--- config.mk ---
export PLATFORM = sky130hd
export DESIGN_NAME = time_set_ctrl
export DESIGN_NICKNAME = d
export VERILOG_FILES = /design/src/rtl/time_set_ctrl.sv
export SDC_FILE = /design/constraint.sdc
export NUM_CORES = 1
export LEC_CHECK = 0
export BUFFER_PORTS_ARGS = -buffer_cell sky130_fd_sc_hd__buf_2
export CORE_MARGIN = 2
export CORE_UTILIZATION = 62
export CTS_BUF_LIST = sky130_fd_sc_hd__clkbuf_8
export CTS_CLUSTER_DIAMETER = 80
export DETAILED_ROUTE_END_ITERATION = 10
export GPL_ROUTABILITY_DRIVEN = 0
export PLACE_DENSITY_LB_ADDON = 0.2
export SYNTH_ARGS = -nofsm -noshare
export SYNTH_HDL_FRONTEND = slang
export SYNTH_SLANG_ARGS = --single-unit
--- constraint.sdc ---
create_clock -name clk -period 2.45 [get_ports clk]
set_clock_uncertainty 0.15 [all_clocks]
set_input_delay 0 -clock clk [delete_from_list [all_inputs] [get_ports clk]]
set_output_delay 0 -clock clk [all_outputs]
set_load 0.03 [all_outputs]
--- src/rtl/time_set_ctrl.sv ---
// rtl/time_set_ctrl.sv - button debouncing and time/alarm edit sequencer for the digital clock
// Optional feature macro: BTN_REPEAT_EN (auto-repeat of a held increment button)
module time_set_ctrl #(
    parameter int unsigned DEBOUNCE_CYCLES = 20000,
    parameter int unsigned TIMEOUT_CYCLES  = 50000000,
    parameter int unsigned REPEAT_DELAY    = 10000000,
    parameter int unsigned REPEAT_PERIOD   = 2500000
) (
    input  logic        clk,
    input  logic        rst_n,
    input  logic        btn_mode,
    input  logic        btn_inc,
    input  logic        btn_ok,
    input  logic [23:0] cur_time,
    output logic [23:0] set_time,
    output logic        set_time_finish,
    output logic [15:0] alarm_time,
    output logic        clock_en,
    output logic [2:0]  edit_field
);

    localparam int DBW = $clog2(DEBOUNCE_CYCLES + 1);
    localparam int TOW = $clog2(TIMEOUT_CYCLES + 1);

    if (DEBOUNCE_CYCLES == 0 || TIMEOUT_CYCLES == 0 ||
        REPEAT_PERIOD == 0 || REPEAT_DELAY < REPEAT_PERIOD) begin : g_bad_params
        $error("time_set_ctrl: illegal parameter combination");
    end

    typedef enum logic [2:0] {
        S_IDLE, S_T_HOUR, S_T_MIN, S_T_SEC, S_COMMIT, S_A_HOUR, S_A_MIN
    } state_t;

    // Button index: 2 = ok, 1 = mode, 0 = inc
    logic [2:0]     raw;
    logic [2:0]     sync1_q, sync2_q, acc_q, press_q;
    logic [DBW-1:0] db_cnt_q [3];

    assign raw = {btn_ok, btn_mode, btn_inc};

    always_ff @(posedge clk or negedge rst_n) begin
        if (!rst_n) begin
            sync1_q <= '0;
            sync2_q <= '0;
            acc_q   <= '0;
            press_q <= '0;
            for (int i = 0; i < 3; i++) db_cnt_q[i] <= '0;
        end else begin
            sync1_q <= raw;
            sync2_q <= sync1_q;
            for (int i = 0; i < 3; i++) begin
                press_q[i] <= 1'b0;
                if (sync2_q[i] == acc_q[i]) begin
                    db_cnt_q[i] <= '0;
                end else if (db_cnt_q[i] == DBW'(DEBOUNCE_CYCLES - 1)) begin
                    acc_q[i]    <= sync2_q[i];
                    db_cnt_q[i] <= '0;
                    press_q[i]  <= sync2_q[i];
                end else begin
                    db_cnt_q[i] <= db_cnt_q[i] + 1'b1;
                end
            end
        end
    end

    logic inc_pulse;

`ifdef BTN_REPEAT_EN
    localparam int RW = $clog2(REPEAT_DELAY + 1);
    logic [RW-1:0] rep_cnt_q;
    logic          rep_armed_q, rep_pulse_q, inc_held;

    // Raw release (synchronized level low) stops repeats without waiting for debounce.
    assign inc_held = acc_q[0] & sync2_q[0];

    always_ff @(posedge clk or negedge rst_n) begin
        if (!rst_n) begin
            rep_cnt_q   <= '0;
            rep_armed_q <= 1'b0;
            rep_pulse_q <= 1'b0;
        end else begin
            rep_pulse_q <= 1'b0;
            if (!inc_held) begin
                rep_cnt_q   <= '0;
                rep_armed_q <= 1'b0;
            end else if (!rep_armed_q && rep_cnt_q == RW'(REPEAT_DELAY - 1)) begin
                rep_cnt_q   <= '0;
                rep_armed_q <= 1'b1;
                rep_pulse_q <= 1'b1;
            end else if (rep_armed_q && rep_cnt_q == RW'(REPEAT_PERIOD - 1)) begin
                rep_cnt_q   <= '0;
                rep_pulse_q <= 1'b1;
            end else begin
                rep_cnt_q <= rep_cnt_q + 1'b1;
            end
        end
    end

    assign inc_pulse = press_q[0] | rep_pulse_q;
`else
    assign inc_pulse = press_q[0];
`endif

    function automatic logic [7:0] bcd_inc_hour(input logic [7:0] v);
        logic [7:0] r;
        if (v == 8'h23)           r = 8'h00;
        else if (v[3:0] == 4'd9)  r = {v[7:4] + 4'd1, 4'd0};
        else                      r = {v[7:4], v[3:0] + 4'd1};
        return r;
    endfunction

    function automatic logic [7:0] bcd_inc_60(input logic [7:0] v);
        logic [7:0] r;
        if (v[3:0] == 4'd9)  r = (v[7:4] == 4'd5) ? 8'h00 : {v[7:4] + 4'd1, 4'd0};
        else                 r = {v[7:4], v[3:0] + 4'd1};
        return r;
    endfunction

    state_t         state_q, state_d;
    logic [23:0]    shadow_q, shadow_d, set_time_q, set_time_d;
    logic [15:0]    alarm_q, alarm_d;
    logic           clock_en_q, clock_en_d, to_alarm_q, to_alarm_d;
    logic [TOW-1:0] tmo_q, tmo_d;
    logic           ok_p, mode_p, inc_p, any_p, in_edit;

    assign ok_p    = press_q[2];
    assign mode_p  = press_q[1] & ~press_q[2];
    assign inc_p   = inc_pulse & ~press_q[2] & ~press_q[1];
    assign any_p   = press_q[2] | press_q[1] | inc_pulse;
    assign in_edit = (state_q != S_IDLE) && (state_q != S_COMMIT);

    always_comb begin
        state_d    = state_q;
        shadow_d   = shadow_q;
        set_time_d = set_time_q;
        alarm_d    = alarm_q;
        clock_en_d = clock_en_q;
        to_alarm_d = to_alarm_q;
        tmo_d      = (in_edit && !any_p) ? tmo_q + 1'b1 : '0;

        case (state_q)
            S_IDLE: begin
                if (ok_p) begin
                    clock_en_d = ~clock_en_q;
                end else if (mode_p) begin
                    shadow_d = cur_time;
                    state_d  = S_T_HOUR;
                end
            end
            S_T_HOUR, S_T_MIN, S_T_SEC: begin
                if (ok_p || (mode_p && state_q == S_T_SEC)) begin
                    // set_time loads on entry so it is already stable during the strobe
                    to_alarm_d = mode_p;
                    set_time_d = shadow_q;
                    state_d    = S_COMMIT;
                end else if (mode_p) begin
                    state_d = (state_q == S_T_HOUR) ? S_T_MIN : S_T_SEC;
                end else if (inc_p) begin
                    case (state_q)
                        S_T_HOUR: shadow_d[23:16] = bcd_inc_hour(shadow_q[23:16]);
                        S_T_MIN:  shadow_d[15:8]  = bcd_inc_60(shadow_q[15:8]);
                        default:  shadow_d[7:0]   = bcd_inc_60(shadow_q[7:0]);
                    endcase
                end
            end
            S_COMMIT: begin
                state_d = to_alarm_q ? S_A_HOUR : S_IDLE;
            end
            S_A_HOUR: begin
                if (ok_p)        state_d = S_IDLE;
                else if (mode_p) state_d = S_A_MIN;
                else if (inc_p)  alarm_d[15:8] = bcd_inc_hour(alarm_q[15:8]);
            end
            S_A_MIN: begin
                if (ok_p || mode_p) state_d = S_IDLE;
                else if (inc_p)     alarm_d[7:0] = bcd_inc_60(alarm_q[7:0]);
            end
            default: state_d = S_IDLE;
        endcase

        if (in_edit && !any_p && tmo_q == TOW'(TIMEOUT_CYCLES - 1)) begin
            state_d = S_IDLE;
        end
    end

    always_ff @(posedge clk or negedge rst_n) begin
        if (!rst_n) begin
            state_q    <= S_IDLE;
            shadow_q   <= '0;
            set_time_q <= '0;
            alarm_q    <= '0;
            clock_en_q <= 1'b0;
            to_alarm_q <= 1'b0;
            tmo_q      <= '0;
        end else begin
            state_q    <= state_d;
            shadow_q   <= shadow_d;
            set_time_q <= set_time_d;
            alarm_q    <= alarm_d;
            clock_en_q <= clock_en_d;
            to_alarm_q <= to_alarm_d;
            tmo_q      <= tmo_d;
        end
    end

    always_comb begin
        edit_field = 3'd0;
        case (state_q)
            S_T_HOUR: edit_field = 3'd1;
            S_T_MIN:  edit_field = 3'd2;
            S_T_SEC:  edit_field = 3'd3;
            S_A_HOUR: edit_field = 3'd4;
            S_A_MIN:  edit_field = 3'd5;
            default:  edit_field = 3'd0;
        endcase
    end

    assign set_time        = set_time_q;
    assign set_time_finish = (state_q == S_COMMIT);
    assign alarm_time      = alarm_q;
    assign clock_en        = clock_en_q;

endmodule

# --- After elaboration in Yosys (flattened, before gate mapping) ---
# Index checks and enable logic that the tools add are counted.
word_totals:
  ff_bits: 152
  latch_bits: 0
  mem_bits_rw: 0
  romBits: 0
  input_bits: 29
  word_cells: 164
  memories: 0
op_classes:
  n_addsub: 14
  mul: 0
  div: 0
  magnitude_cmp: 0
  n_eq_ne: 40
  shifts: 0
  muxes: 44
  bitwise_logic: 13
  reduce_logical: 29
ops:
  columns: ["op", "count"]
  rows:
  - ["24-bit 2-to-1 mux", 5]
  - ["8-bit 2-to-1 mux", 12]
  - ["15-bit 2-to-1 mux", 6]
  - ["24-bit one-hot mux with 2 select lines", 1]
  - ["15-bit by 1-bit adder with 15-bit output (second input constant)", 3]
  - ["15-bit equality test (second input constant)", 3]
  - ["4-bit by 1-bit adder with 4-bit output (second input constant)", 10]
  - ["3-bit one-hot mux with 5 select lines", 2]
  - ["3-bit 2-to-1 mux", 9]
  - ["26-bit by 1-bit adder with 26-bit output (second input constant)", 1]
  - ["26-bit equality test (second input constant)", 1]
  - ["26-bit 2-to-1 mux", 1]
  - ["8-bit AND reduction", 3]
  - ["7-bit AND reduction", 3]
  - ["4-bit equality test (second input constant)", 5]
  - ["2-bit inequality test (second input constant)", 10]
  - ["8-bit by 6-bit equality test with 1-bit output (second input constant)", 2]
  - ["3-bit inequality test (second input constant)", 5]
  - ["4-bit by 3-bit equality test with 1-bit output (second input constant)", 3]
  - ["2-bit AND reduction", 5]
  - ["5-bit AND reduction", 2]
  - ["3-bit equality test (second input constant)", 3]
  - ["4-bit inequality test (second input constant)", 2]
  - ["1-bit NOT", 8]
  - ["17 further kinds", 35]

# --- Longest topological paths before layout ---
depth:
  ltp_word: 8
  mapped_depth: 7
  ltp_nobuf: 6

# --- Worst setup path before layout ---
# Ideal clock, no wire load.
synth_timing:
  path_kind: "flip-flop to flip-flop"
  startpoint: "register tmo_q[0]"
  endpoint: "register tmo_q[24]"
  arrival_ns: 1.735
  required_time_ns: 2.222
  setup_slack_ns: 0.487
  stages_incl_launch_ff: 8
  cell_sequence: "dfrtp_1 > ha_1 > and4_1 > buf_6 > nand4_4 > buf_6 > or4_1 > a21oi_1"
synth_between:
  elab_chain_len: 2
synth_lines:
  columns: ["item", "line_no", "rtl"]
  rows:
  - ["start, declared", "123", "logic [TOW-1:0] tmo_q, tmo_d;"]
  - ["start signal, assigned", "202", "tmo_q <= tmo_d;"]
  - ["26-bit by 1-bit adder with 26-bit output", "139", "tmo_d = (in_edit && !any_p) ? tmo_q + 1'b1 : '0;"]
  - ["26-bit 2-to-1 mux", "139", null]
  - ["named net tmo_d[24]", "123", null]
# The timed path passes the listed nets, and every way through them passes these cells.
# A chain may end at the register's enable or synchronous reset.

# --- Worst setup path in the final report ---
layout_timing:
  startpoint: "register tmo_q[0]"
  endpoint: "register tmo_q[22]"
# The elaborated chain is that of the path after synthesis.

==> impl_metrics.toml <==
[setup_path]
endpoint_kind = "register"
rrSetupSlack_ns = 0.26
arrival_ns = 2.43
critPathRequiredTime_ns = 2.69
crit_path_start_kind = "register"
crit_type = "register to register"
worst-path-max-fanout = 11

[grt]
antenna_found_initial = 0
grt_max_degree = 59
grt_pass1_vias = 5787
gr-total-overflow = 0
grt_pass1_wl_um = 27480
grt_util_all_layers_pct = 26.40

[logic_synthesis]
synthFlopType = "dfrtp_1"
ys_seq_elements = 152
synth_warnings = 0
syn_inst = 747
syn-cell-area_mm2 = 0.007649
synth-seq-area-share_pct = 49.73
avgSynthCellArea_um2 = 10.24
syn_nets = 792
synth_cell_types = 64
async_reset_ff_share_pct = 100.0
synth-edff-count = 0

[clocking]
clock_latency_ns = 0.48
postCtsSetupBuffers = 0
tritoncts = "yes"
cts.path.max_buffers = 2
cts_buffers = 17
hold_buffers = 30
cts_root_buf = "clkbuf_8"
cts.sinks = 152
cts_max_level = 4
clk_pin_slew_worst_paths_ns = 0.08
cts_resized = 0

[final_layout]
area_delta_synth_final_pct = 16.15
drive_gt1_share_pct = 17.61
diodes = 0
final_common_cell = "dfrtp_1"
multi_input_area_mm2 = 0.003637
nFillCells = 829
final_cell_mix = "dfrtp_1, nor2_1, buf_2"
nNetsFinal = 898
regArea_mm2 = 0.003804
final_cells = 1010

[sta]
setup_viol = 0
slew_violations = 0
setup_tns_ns = 0
rsz0062_at_grt = "no"
timing.fmax_mhz = 456.5
setup_ws_ns = 0.2592
tightestPinTransition_ns = 0.5235
fin_crit_ns = 2.191
period_share_pct = 89.42
slew_headroom_pct = 64.61
hold_viol = 0

[place]
place.port_buffers = 73
pre_cts_ws_ns = 0.3379
dp.final_hpwl_um = 11060
place_inst = 951

[detailed_routing]
first_pass_iters = 5
vias = 6032
postRouteWirelength_um = 16440
drc = 0
final_antenna_net_count = 0
wire_per_inst_um = 16.28
drtIter0Drc = 441
via_per_inst = 5.972

[floorplan]
coreArea_mm2 = 0.01201
die_area_mm2 = 0.01324
initial_core_util_pct = 63.68
rows = 40
die_width_um = 115.1
die_height_um = 115.1
io_pins = 74

[run_status]
status = "finished clean"

[pwr]
ir_drop_mv = 0.4397
p_leak_nw = 3.977
finalPower_mw = 4.616
powerDensity_mw_per_mm2 = 519.6

[hold_path]
hold_class = "primary input to register"

[flow_run]
max-cap-violations = 0
state kept, by name (all words and copies together) (netlist names):
signal and count:
db_cnt_q 45, tmo_q 26, set_time 24, shadow_q 24, alarm_time 16, acc_q 3
press_q 3, state_q 3, sync1_q 3, sync2_q 3, clock_en 1, to_alarm_q 1
layer usage:
layer  vias to the layer above  GRT usage [%]  part of all wire, %  wire [um]
met3                        38          6.326                  5.0        822
li1                       2891              -                    -          -
met4                         0          11.16                  2.3        382
met1                      2934          34.10                   44       7165
met5                         -              0                    0          0
met2                       169          42.98                   49       8071
where the power goes:
| group | internal, mW | switching, mW |
|---|---|---|
| sequential | 2.52 | 0.0157 |
| clock | 1.00 | 0.897 |
| combinational | 0.0792 | 0.0995 |
| total | 3.60 | 1.01 |
worst paths after layout:
kind                                       end  startpoint  cells after the start
worst max-delay path                 tmo_q[22]    tmo_q[0]                      5
min in group asynchronous       alarm_time[13]       rst_n                      4
max in group asynchronous         set_time[19]       rst_n                      4
worst min-delay path                sync1_q[0]     btn_inc                      2
worst max register to register       tmo_q[22]    tmo_q[0]                      5
worst min register to register      sync2_q[0]  sync1_q[0]                      0
critical path, cell delays in order (launching register included):
cell and delay [ns]:
dfrtp_1 0.41, ha_1 0.23, and4_1 0.36, nand4_4 0.21, or4_1 0.56, a21oi_1 0.18
Yosys cell counts, drive strengths merged (11+ instances only):
library cell / n / area share [%]
ha: 16 / 2.6
dfrtp: 152 / 50
nor4: 15 / 1.3
nor3: 17 / 1.1
xnor2: 45 / 5.2
nand2: 50 / 2.5
mux2: 32 / 4.7
nor4b: 11 / 1.3
nand2b: 13 / 1.1
o21ai: 44 / 2.9
nand4: 32 / 2.8
clkbuf: 14 / 0.70
nand3: 31 / 2.0
nor2: 76 / 3.7
xor2: 19 / 2.2
buf: 12 / 0.93
inv: 23 / 1.1
a21oi: 27 / 1.8
logic make-up (layout without fill, tap and decap cells):
logic type / count (synthesis) / after routing / share of synthesized area (%)
compound gates: 120 / 120 / 10.04
xor+xnor: 64 / 64 / 7.329
fa+ha+maj: 16 / 16 / 2.617
buf+inv: 49 / 165 / 2.764
flops: 152 / 152 / 49.73
mux: 38 / 38 / 5.496
simple gates: 308 / 308 / 22.02
through the flow:
| step | cell area (um2) | util [%] | hold WS (ns) |
|---|---|---|---|
| after floorplan | 7649 | - | -0.4456 |
| after global placement | 8183 | 68.13 | -0.1627 |
| after detailed placement | 8183 | 68.13 | -0.1638 |
| after CTS | 8884 | 73.96 | 0.004962 |
| after global routing | 8884 | 73.96 | 0.01501 |
| final | 8884 | 73.96 | 0.01685 |
layout make-up:
cell class              instances  share of cell area, %
clock buffers                  18                  2.789
clock inverters                11                  1.521
inverters                      23                 0.9718
multi-input cells             546                  40.94
flip-flops and latches        152                  42.82
well taps                     147                  2.070
repair buffers                113                  8.887
Power figures use the tool's default switching activity.
